--- config.mk ---
export PLATFORM = sky130hd
export DESIGN_NAME = uart_tx_frame
export DESIGN_NICKNAME = d
export VERILOG_FILES = /design/src/rtl/uart_pkg.sv /design/src/rtl/uart_tx_serializer.sv /design/src/rtl/uart_tx_frame.sv
export SDC_FILE = /design/constraint.sdc
export NUM_CORES = 1
export LEC_CHECK = 0
export CAP_MARGIN = 15
export CELL_PAD_IN_SITES_DETAIL_PLACEMENT = 0
export CELL_PAD_IN_SITES_GLOBAL_PLACEMENT = 1
export CORE_MARGIN = 2
export CORE_UTILIZATION = 43
export DETAILED_ROUTE_END_ITERATION = 8
export PLACE_DENSITY = 0.8
export SYNTH_ARGS = -nofsm -noshare
export SYNTH_HDL_FRONTEND = slang
export SYNTH_SLANG_ARGS = --single-unit
--- constraint.sdc ---
create_clock -name CLK -period 2.7 [get_ports CLK]
set_input_delay 0.54 -clock CLK [delete_from_list [all_inputs] [get_ports CLK]]
set_output_delay 0.54 -clock CLK [all_outputs]
set_load 0.1 [all_outputs]
--- src/rtl/uart_pkg.sv ---
// UART shared definitions: FSM state encoding and parity type constants,
// common to the transmit and receive paths.
package uart_pkg;

    localparam logic [2:0] ST_IDLE   = 3'd0;
    localparam logic [2:0] ST_START  = 3'd1;
    localparam logic [2:0] ST_DATA   = 3'd2;
    localparam logic [2:0] ST_PARITY = 3'd3;
    localparam logic [2:0] ST_STOP   = 3'd4;

    localparam logic PAR_EVEN = 1'b0;
    localparam logic PAR_ODD  = 1'b1;

endpackage

--- src/rtl/uart_tx_serializer.sv ---
// UART TX data serializer: LSB-first shift register with bit counter.
// next_bit_o is the bit that will be on the line after this edge.
module uart_tx_serializer
    import uart_pkg::*;
#(
    parameter int DATA_WIDTH = 8
) (
    input  logic                  CLK,
    input  logic                  RST,
    input  logic                  load_i,
    input  logic                  shift_i,
    input  logic [DATA_WIDTH-1:0] data_i,
    output logic                  next_bit_o,
    output logic                  ser_done_o
);

    localparam int CW = (DATA_WIDTH > 1) ? $clog2(DATA_WIDTH) : 1;

    logic [DATA_WIDTH-1:0] sh_q, sh_d;
    logic [CW-1:0]         cnt_q, cnt_d;

    always_comb begin
        sh_d  = sh_q;
        cnt_d = cnt_q;
        if (load_i) begin
            sh_d  = data_i;
            cnt_d = '0;
        end else if (shift_i) begin
            sh_d  = sh_q >> 1;
            cnt_d = cnt_q + 1'b1;
        end
    end

    assign next_bit_o = sh_d[0];
    assign ser_done_o = (cnt_q == CW'(DATA_WIDTH - 1));

    always_ff @(posedge CLK or negedge RST) begin
        if (!RST) begin
            sh_q  <= '0;
            cnt_q <= '0;
        end else begin
            sh_q  <= sh_d;
            cnt_q <= cnt_d;
        end
    end

endmodule

--- src/rtl/uart_tx_frame.sv ---
// UART transmitter top: frame FSM, bit prescaler, parity and line mux.
// Line and BUSY are registered from the next state so accept shows next cycle.
module uart_tx_frame
    import uart_pkg::*;
#(
    parameter int DATA_WIDTH = 8,
    parameter int PRESCALE   = 1
) (
    input  logic                  CLK,
    input  logic                  RST,
    input  logic [DATA_WIDTH-1:0] P_DATA,
    input  logic                  DATA_VALID,
    input  logic                  PAR_EN,
    input  logic                  PAR_TYP,
    output logic                  TX_OUT,
    output logic                  BUSY
);

    localparam int PW = (PRESCALE > 1) ? $clog2(PRESCALE) : 1;
    localparam logic [PW-1:0] PRE_LAST = PW'(PRESCALE - 1);

    logic [2:0]    state_q, state_d;
    logic [PW-1:0] pre_q, pre_d;
    logic          tx_q, tx_d;
    logic          busy_q, busy_d;
    logic          par_en_q, par_en_d;
    logic          par_bit_q, par_bit_d;
    logic          adv, accept, shift;
    logic          next_bit, ser_done;

    uart_tx_serializer #(
        .DATA_WIDTH(DATA_WIDTH)
    ) u_ser (
        .CLK       (CLK),
        .RST       (RST),
        .load_i    (accept),
        .shift_i   (shift),
        .data_i    (P_DATA),
        .next_bit_o(next_bit),
        .ser_done_o(ser_done)
    );

    always_comb begin
        adv     = (pre_q == PRE_LAST);
        accept  = 1'b0;
        shift   = 1'b0;
        state_d = state_q;
        case (state_q)
            ST_IDLE: begin
                if (DATA_VALID) begin
                    accept  = 1'b1;
                    state_d = ST_START;
                end
            end
            ST_START: begin
                if (adv) state_d = ST_DATA;
            end
            ST_DATA: begin
                if (adv) begin
                    if (ser_done)
                        state_d = par_en_q ? ST_PARITY : ST_STOP;
                    else
                        shift = 1'b1;
                end
            end
            ST_PARITY: begin
                if (adv) state_d = ST_STOP;
            end
            ST_STOP: begin
                // Last stop cycle doubles as an accept slot for back-to-back frames
                if (adv) begin
                    if (DATA_VALID) begin
                        accept  = 1'b1;
                        state_d = ST_START;
                    end else begin
                        state_d = ST_IDLE;
                    end
                end
            end
            default: state_d = ST_IDLE;
        endcase

        if (state_q == ST_IDLE || state_d == ST_IDLE || adv)
            pre_d = '0;
        else
            pre_d = pre_q + 1'b1;

        par_en_d  = accept ? PAR_EN : par_en_q;
        par_bit_d = par_bit_q;
        if (accept)
            par_bit_d = (PAR_TYP == PAR_ODD) ? ~^P_DATA : ^P_DATA;

        busy_d = (state_d != ST_IDLE);
        case (state_d)
            ST_START:  tx_d = 1'b0;
            ST_DATA:   tx_d = next_bit;
            ST_PARITY: tx_d = par_bit_q;
            default:   tx_d = 1'b1;
        endcase
    end

    always_ff @(posedge CLK or negedge RST) begin
        if (!RST) begin
            state_q   <= ST_IDLE;
            pre_q     <= '0;
            tx_q      <= 1'b1;
            busy_q    <= 1'b0;
            par_en_q  <= 1'b0;
            par_bit_q <= 1'b0;
        end else begin
            state_q   <= state_d;
            pre_q     <= pre_d;
            tx_q      <= tx_d;
            busy_q    <= busy_d;
            par_en_q  <= par_en_d;
            par_bit_q <= par_bit_d;
        end
    end

    assign TX_OUT = tx_q;
    assign BUSY   = busy_q;

endmodule

==> summary.txt, run 1 <==
Worst setup path
  • Largest stage delay, worst path: between 0.4 and 0.5 ns
  • R2r endpoint: TX_OUT
  • CP Class: in -> reg
  • Top Family by Delay on Critical Path: simple AND/OR/NAND/NOR gates
  • Worst Path Required: roughly 2.9 ns
  • Critical Path End Type: flip-flop
  • Reg2reg path depth: 7
  • Critical path data arrival time: 2.24 ns
  • Crit path max-delay cell type: clkdlybuf4s50_1
  • Max FO, Critical Path: 8
  • Critical R2R Launch: u_ser.cnt_q[0]
  • Worst reg-to-reg setup slack: 0.78 ns
  • Setup crit start kind: input pin
  • CP Buf/Inv Count: 1
  • Critical Path, Cell by Cell: clkdlybuf4s50_1 > or3b_1 > a21oi_2 > a221oi_1 > or3_1

GRT
  • Congestion Overflow GR: 0
  • Met2 usage: 0.258
  • Gr usage total: 0.156
  • GR peak layer: met2
  • Vias in the first global route: roughly 700
  • Largest net degree at the start of global routing: 20
  • Grt met3 use: 0.0292
  • Routing usage on met1: 0.200
  • Initial antenna violation count: 0
  • First-pass GRT wire length: 3030 µm

Yosys
  • Synth cell count leaders: dfrtp_1, nand2_1, xnor2_1, a22oi_1, nor2_1
  • Synth cell types: 32
  • Syn Area/Cell: approximately 11 µm²
  • Mapped Area: 947 µm²
  • Ys flop type: dfrtp_1
  • Synthesis warning total: 0
  • Synth Instances: 90
  • Post-synth EDFFs: 0
  • Async SR Flop Fraction: 1.00
  • Most frequent cell after synthesis: dfrtp_1
  • Synth top area share: 0.476
  • Syn nets: approximately 110
  • Post-synth top area cell: dfrtp_1
  • #FFs+latches synth: 19
  • Register area share after synthesis: 0.503
  • Largest cells by area after synthesis: dfrtp_1, xnor2_1, a22oi_1

Worst hold path
  • Hold_sp: u_ser.sh_q[4]
  • Class of the worst hold path: reg -> reg
  • Hold endpoint: u_ser.sh_q[4]
  • Cells on Worst Hold Path: 2

Cells and area
  • Layout cells sized above 1: 0.130
  • # diodes: 0
  • Synth-to-Final Area Change: 21.3%
  • Final Util: 0.568
  • Layout Nets: 124
  • Design area: ~1100 µm²

Clocking
  • Post-CTS Setup Inserts: 0
  • # hold bufs at CTS: 0
  • Clk buf depth: 2
  • H-tree Lvls: 1
  • Clock transition at path regs: 0.12 ns
  • CTS tree: yes
  • Total CTS buffers: 3
  • Clock Tree Root: clkbuf_4
  • CTS Sinks: 19
  • Post-CTS sizing: 0
  • Clock Latency Late Sink: roughly 0.30 ns

STA
  • Setup Skew: 0.00880 ns
  • Period minus WS final: ~2.0 ns
  • Hold WS: a little under 0.5 ns
  • RSZ-0062 raised after global routing: false
  • Fmax: between 400 and 500 MHz
  • Final hold violation count: 0
  • Final Setup Violations: 0
  • Slew Viols, Final: 0
  • Fin worst setup slack: between 0.6 and 0.7 ns
  • Period utilization: 0.742
  • Setup TNS: 0 ns

Power
  • Internal power: 0.680 mW
  • Sequential power share: 0.428
  • Clk pwr share: 0.124
  • Leak: around 0.52 nW
  • P_sw: around 0.48 mW
  • Switching Share: 0.415
  • Combinational share of power: 0.448
  • Power per cell area: 1010 nW/µm²
  • Worst IR Drop VDD: 0.663 mV

Placed design
  • DP HPWL: 1200 µm
  • Dpl ws: 0.377 ns
  • PortBufs: 14
  • Placed instance area: 1120 µm²
  • Routability cong.: around 0.73

Floorplan
  • Die extent in x: 50.9 µm
  • Top-Level Pins: 15
  • DIE HEIGHT: ~50 µm
  • Core area: 2020 µm²
  • Starting Density: 0.468
  • Row cnt: 16
  • DIE AREA: about 2600 µm²

Routing
  • Detailed Route WL: 1590 µm
  • DRT antenna net count: 0
  • Detailed Route Iter0 Violations: 2
  • Vias: 688
  • DR DRC count: 0
  • Via-per-instance ratio: 5.10
  • Wire per inst: 11.8 µm
  • Pre-Repair DR Iteration Count: 2

Run
  • Max-cap violations: 0

Run status
  • Status: complete, no violations
## cell usage in the layout, fill, tap and decap left out, types with 2 or more instances in the layout
cell type,count
o21ai_0,2
nor2_1,5
ha_1,2
a22oi_1,7
mux2i_1,2
buf_4,5
a21oi_1,4
clkdlybuf4s50_1,12
clkbuf_4,3
nand2_1,14
xnor2_1,8
or3_1,3
dfrtp_1,18
inv_1,3
## sequential cells by signal (all words and copies together), names as in the netlist
| signal | cells |
|---|---|
| par_en_q | 1 |
| pre_q | 1 |
| TX_OUT | 1 |
| par_bit_q | 1 |
| BUSY | 1 |
| u_ser.sh_q | 8 |
| state_q | 3 |
| u_ser.cnt_q | 3 |
## worst max-delay path by stage
stage / startpoint / to / depth (start not counted)
floorplan: u_ser.cnt_q[0] / TX_OUT / 7
global placement: DATA_VALID / TX_OUT / 5
detailed placement: DATA_VALID / TX_OUT / 5
CTS: DATA_VALID / TX_OUT / 5
global route: DATA_VALID / TX_OUT / 6
finish: DATA_VALID / TX_OUT / 5
## through the flow
stage	total power, mW	cells
2_1_floorplan	0.902	90
3_3_place_gp	1.02	131
3_5_place_dp	1.03	131
4_1_cts	1.18	135
5_1_grt	1.26	135
6_report	1.16	135
## cell type report
class	instances	area (µm²)
tap	27	33.8
sequential	19	477
clock inverter	1	5.00
clock buffer	3	22.5
fill	187	873
multi-input combinational	65	442
timing repair buffer	17	158
inverter	3	11.3
## worst reg2reg max path: cells and delay by family (launching register included)
family	cells	cell delay [ns]
flip-flops	1	0.39
adder cells (fa/ha/maj)	2	0.41
AND/OR/NAND/NOR	3	0.80
AO/OA/AOI/OAI	2	0.26
## routing by layer
layer	wire length, µm	share of wire
met1	790	0.50
met2	718	0.45
met3	61	0.038
met4	22	0.014
met5	0	0
## power by group through the flow
stage / registers, mW / clock network [mW] / logic (mW)
after CTS: 0.498 / 0.149 / 0.530
after global placement: 0.499 / 0 / 0.520
after floorplan: 0.588 / 0 / 0.314
final: 0.497 / 0.144 / 0.521
after global routing: 0.518 / 0.163 / 0.583
after detailed placement: 0.504 / 0 / 0.529
## kinds of logic after synthesis
| family | count (synthesis) | share of synthesized area |
|---|---|---|
| other | 1 | 0.00396 |
| muxes | 3 | 0.0330 |
| and+or+nand+nor | 31 | 0.178 |
| AOI/OAI and AO/OA | 19 | 0.141 |
| buffers and inverters | 6 | 0.0304 |
| adders and majority gates | 2 | 0.0264 |
| DFF | 19 | 0.503 |
| xor gates and xnor gates | 9 | 0.0832 |
(Power assumes the default switching activity.)
==> run 2: changes to the inputs <==
Settings changed: CORE_UTILIZATION 43 to 40, PLACE_DENSITY 0.8 to 0.76.
Clock period 2.7 ns to 2 ns, I/O delays scaled along.
==> run 2 against run 1 <==
  * Worst setup slack worse by 0.54 ns
  * Largest power group unchanged
  * Critical endpoint unchanged
  * Register-to-register slack got worse by 0.62 ns
  * Core utilization is 2.2 points lower
  * First-iteration DRC count increased to 3.0 times the previous value
  * Sequential power up 34%
  * Sequential share of layout area shrank 2.4 points
==> summary.txt, run 2 (same netlist as run 1, synthesis figures left out) <==
Clocking
  • # hold bufs at CTS: 0
  • CTS tree: yes
  • Clock transition at path regs: 0.11 ns
  • Clk buf depth: 2
  • Clock Tree Root: clkbuf_4
  • CTS Sinks: 19
  • Clock Latency Late Sink: 0.29 ns
  • Total CTS buffers: 3
  • H-tree Lvls: 1

GRT
  • First-pass GRT wire length: 3110 µm
  • Largest net degree at the start of global routing: 20
  • Vias in the first global route: 735
  • Initial antenna violation count: 0
  • Gr usage total: 0.159
  • Congestion Overflow GR: 0

Cells and area
  • Biggest regs: u_ser.sh_q: 8 flops, state_q: 3 flops, u_ser.cnt_q: 3 flops
  • Commonest non-fill, non-tap cell in the layout: dfrtp_1
  • Max FFs per register: 8
  • Most frequent cells in the layout: dfrtp_1, nand2_1, clkdlybuf4s50_1, buf_4, xnor2_1
  • Layout cells sized above 1: 0.184
  • # diodes: 0
  • Final Util: 0.546
  • Largest reg by FF count: u_ser.sh_q
  • Design area: 1220 µm²
  • Synth-to-Final Area Change: 28.8%
  • Layout Nets: 130

Placed design
  • DP HPWL: ~1400 µm
  • Routability cong.: about 0.67
  • Placed instance area: 1180 µm²
  • PortBufs: 14

STA
  • Slew Viols, Final: 0
  • Fmax: 543 MHz
  • Final hold violation count: 0
  • Setup Skew: ~0.012 ns
  • Period minus WS final: ~1.8 ns
  • Period utilization: 0.921
  • RSZ-0062 raised after global routing: false
  • Final Setup Violations: 0
  • Setup TNS: 0 ns

Worst setup path
  • Worst Path Required: 2.23 ns
  • Critical Path End Type: flip-flop
  • Setup crit start kind: flip-flop
  • CP Class: reg -> reg
  • Max FO, Critical Path: 5
  • Critical path data arrival time: between 2 and 2.5 ns

Routing
  • Detailed Route Iter0 Violations: 6
  • Via-per-instance ratio: 4.94
  • DR DRC count: 0
  • Wire per inst: 12.5 µm
  • Vias: 701
  • Detailed Route WL: 1780 µm
  • Pre-Repair DR Iteration Count: 3
  • DRT antenna net count: 0

Run status
  • Status: complete, no violations

Floorplan
  • Row cnt: 17
  • Starting Density: 0.424
  • DIE HEIGHT: 52.7 µm
  • Top-Level Pins: 15
  • Die extent in x: 52.7 µm
  • DIE AREA: 2770 µm²
  • Core area: roughly 2200 µm²

Worst hold path
  • Class of the worst hold path: in -> async

Power
  • Leak: 0.548 nW
  • Power per cell area: 1380 nW/µm²
  • Worst IR Drop VDD: 0.925 mV

Run
  • Max-cap violations: 0
[run 2: cell count changes in the layout (fill, tap and decap cells not counted)]
| cell | previous run | this run |
|---|---|---|
| buf_12 | 0 | 1 |
| buf_4 | 5 | 10 |
| ha_1 | 2 | 1 |
| ha_4 | 0 | 1 |
[run 2: layout make-up]
cell class                 count  area [µm²]
fill                         212        1010
tap                           28        35.0
clock inverter                 1        5.00
timing repair buffer          23         215
sequential                    19         477
multi-input combinational     65         454
inverter                       3        11.3
clock buffer                   3        22.5
[run 2: path summary, 6_finish.rpt]
| check | start | to | slack, ns | cells past startpoint |
|---|---|---|---|---|
| setup / recovery | u_ser.cnt_q[0] | TX_OUT | 0.16 | 7 |
| hold / removal | RST | state_q[0] | 0.42 | 2 |
| setup reg to reg | u_ser.cnt_q[0] | TX_OUT | 0.16 | 7 |
| hold reg to reg | u_ser.sh_q[1] | u_ser.sh_q[1] | 0.50 | 2 |
| max in group asynchronous | RST | TX_OUT | 1.32 | 2 |
| min in group CLK | u_ser.sh_q[1] | u_ser.sh_q[1] | 0.50 | 2 |
[run 2: critical path, stage by stage (launching register included)]
cell and delay [ns]:
dfrtp_1 0.39, ha_1 0.20, ha_4 0.17, nand4b_1 0.09
or3_1 0.32, o211ai_1 0.17, a221oi_1 0.08, or3_1 0.38
[run 2: per-layer routing]
layer / global-route usage / wire [µm] / vias up
li1: - / - / 363
met1: 0.197 / 846 / 325
met2: 0.267 / 861 / 11
met3: 0.0257 / 56 / 2
met4: 0.0769 / 16 / 0
met5: 0 / 0 / -
[run 2: through the flow]
stage | hold WS, ns | cells | worst slack [ns] | total power [mW]
5_1_grt | 0.452 | 142 | 0.0202 | 1.83
4_1_cts | 0.421 | 142 | 0.0700 | 1.70
2_1_floorplan | 0.104 | 90 | 0.222 | 1.22
6_report | 0.420 | 142 | 0.157 | 1.68
3_5_place_dp | 0.473 | 138 | -0.116 | 1.50
3_3_place_gp | 0.465 | 138 | -0.0938 | 1.48
[run 2: timing repair]
action / in CTS / in global routing
resized for setup: 0 / 2
setup buffers: 0 / 0
setup endpoints to repair: 0 / 1
[run 2: report_power, final]
group          switching (mW)  total, mW  internal (mW)
sequential              0.111      0.668          0.557
clock                   0.116      0.190         0.0743
combinational           0.456      0.825          0.369
total                   0.683       1.68           1.00
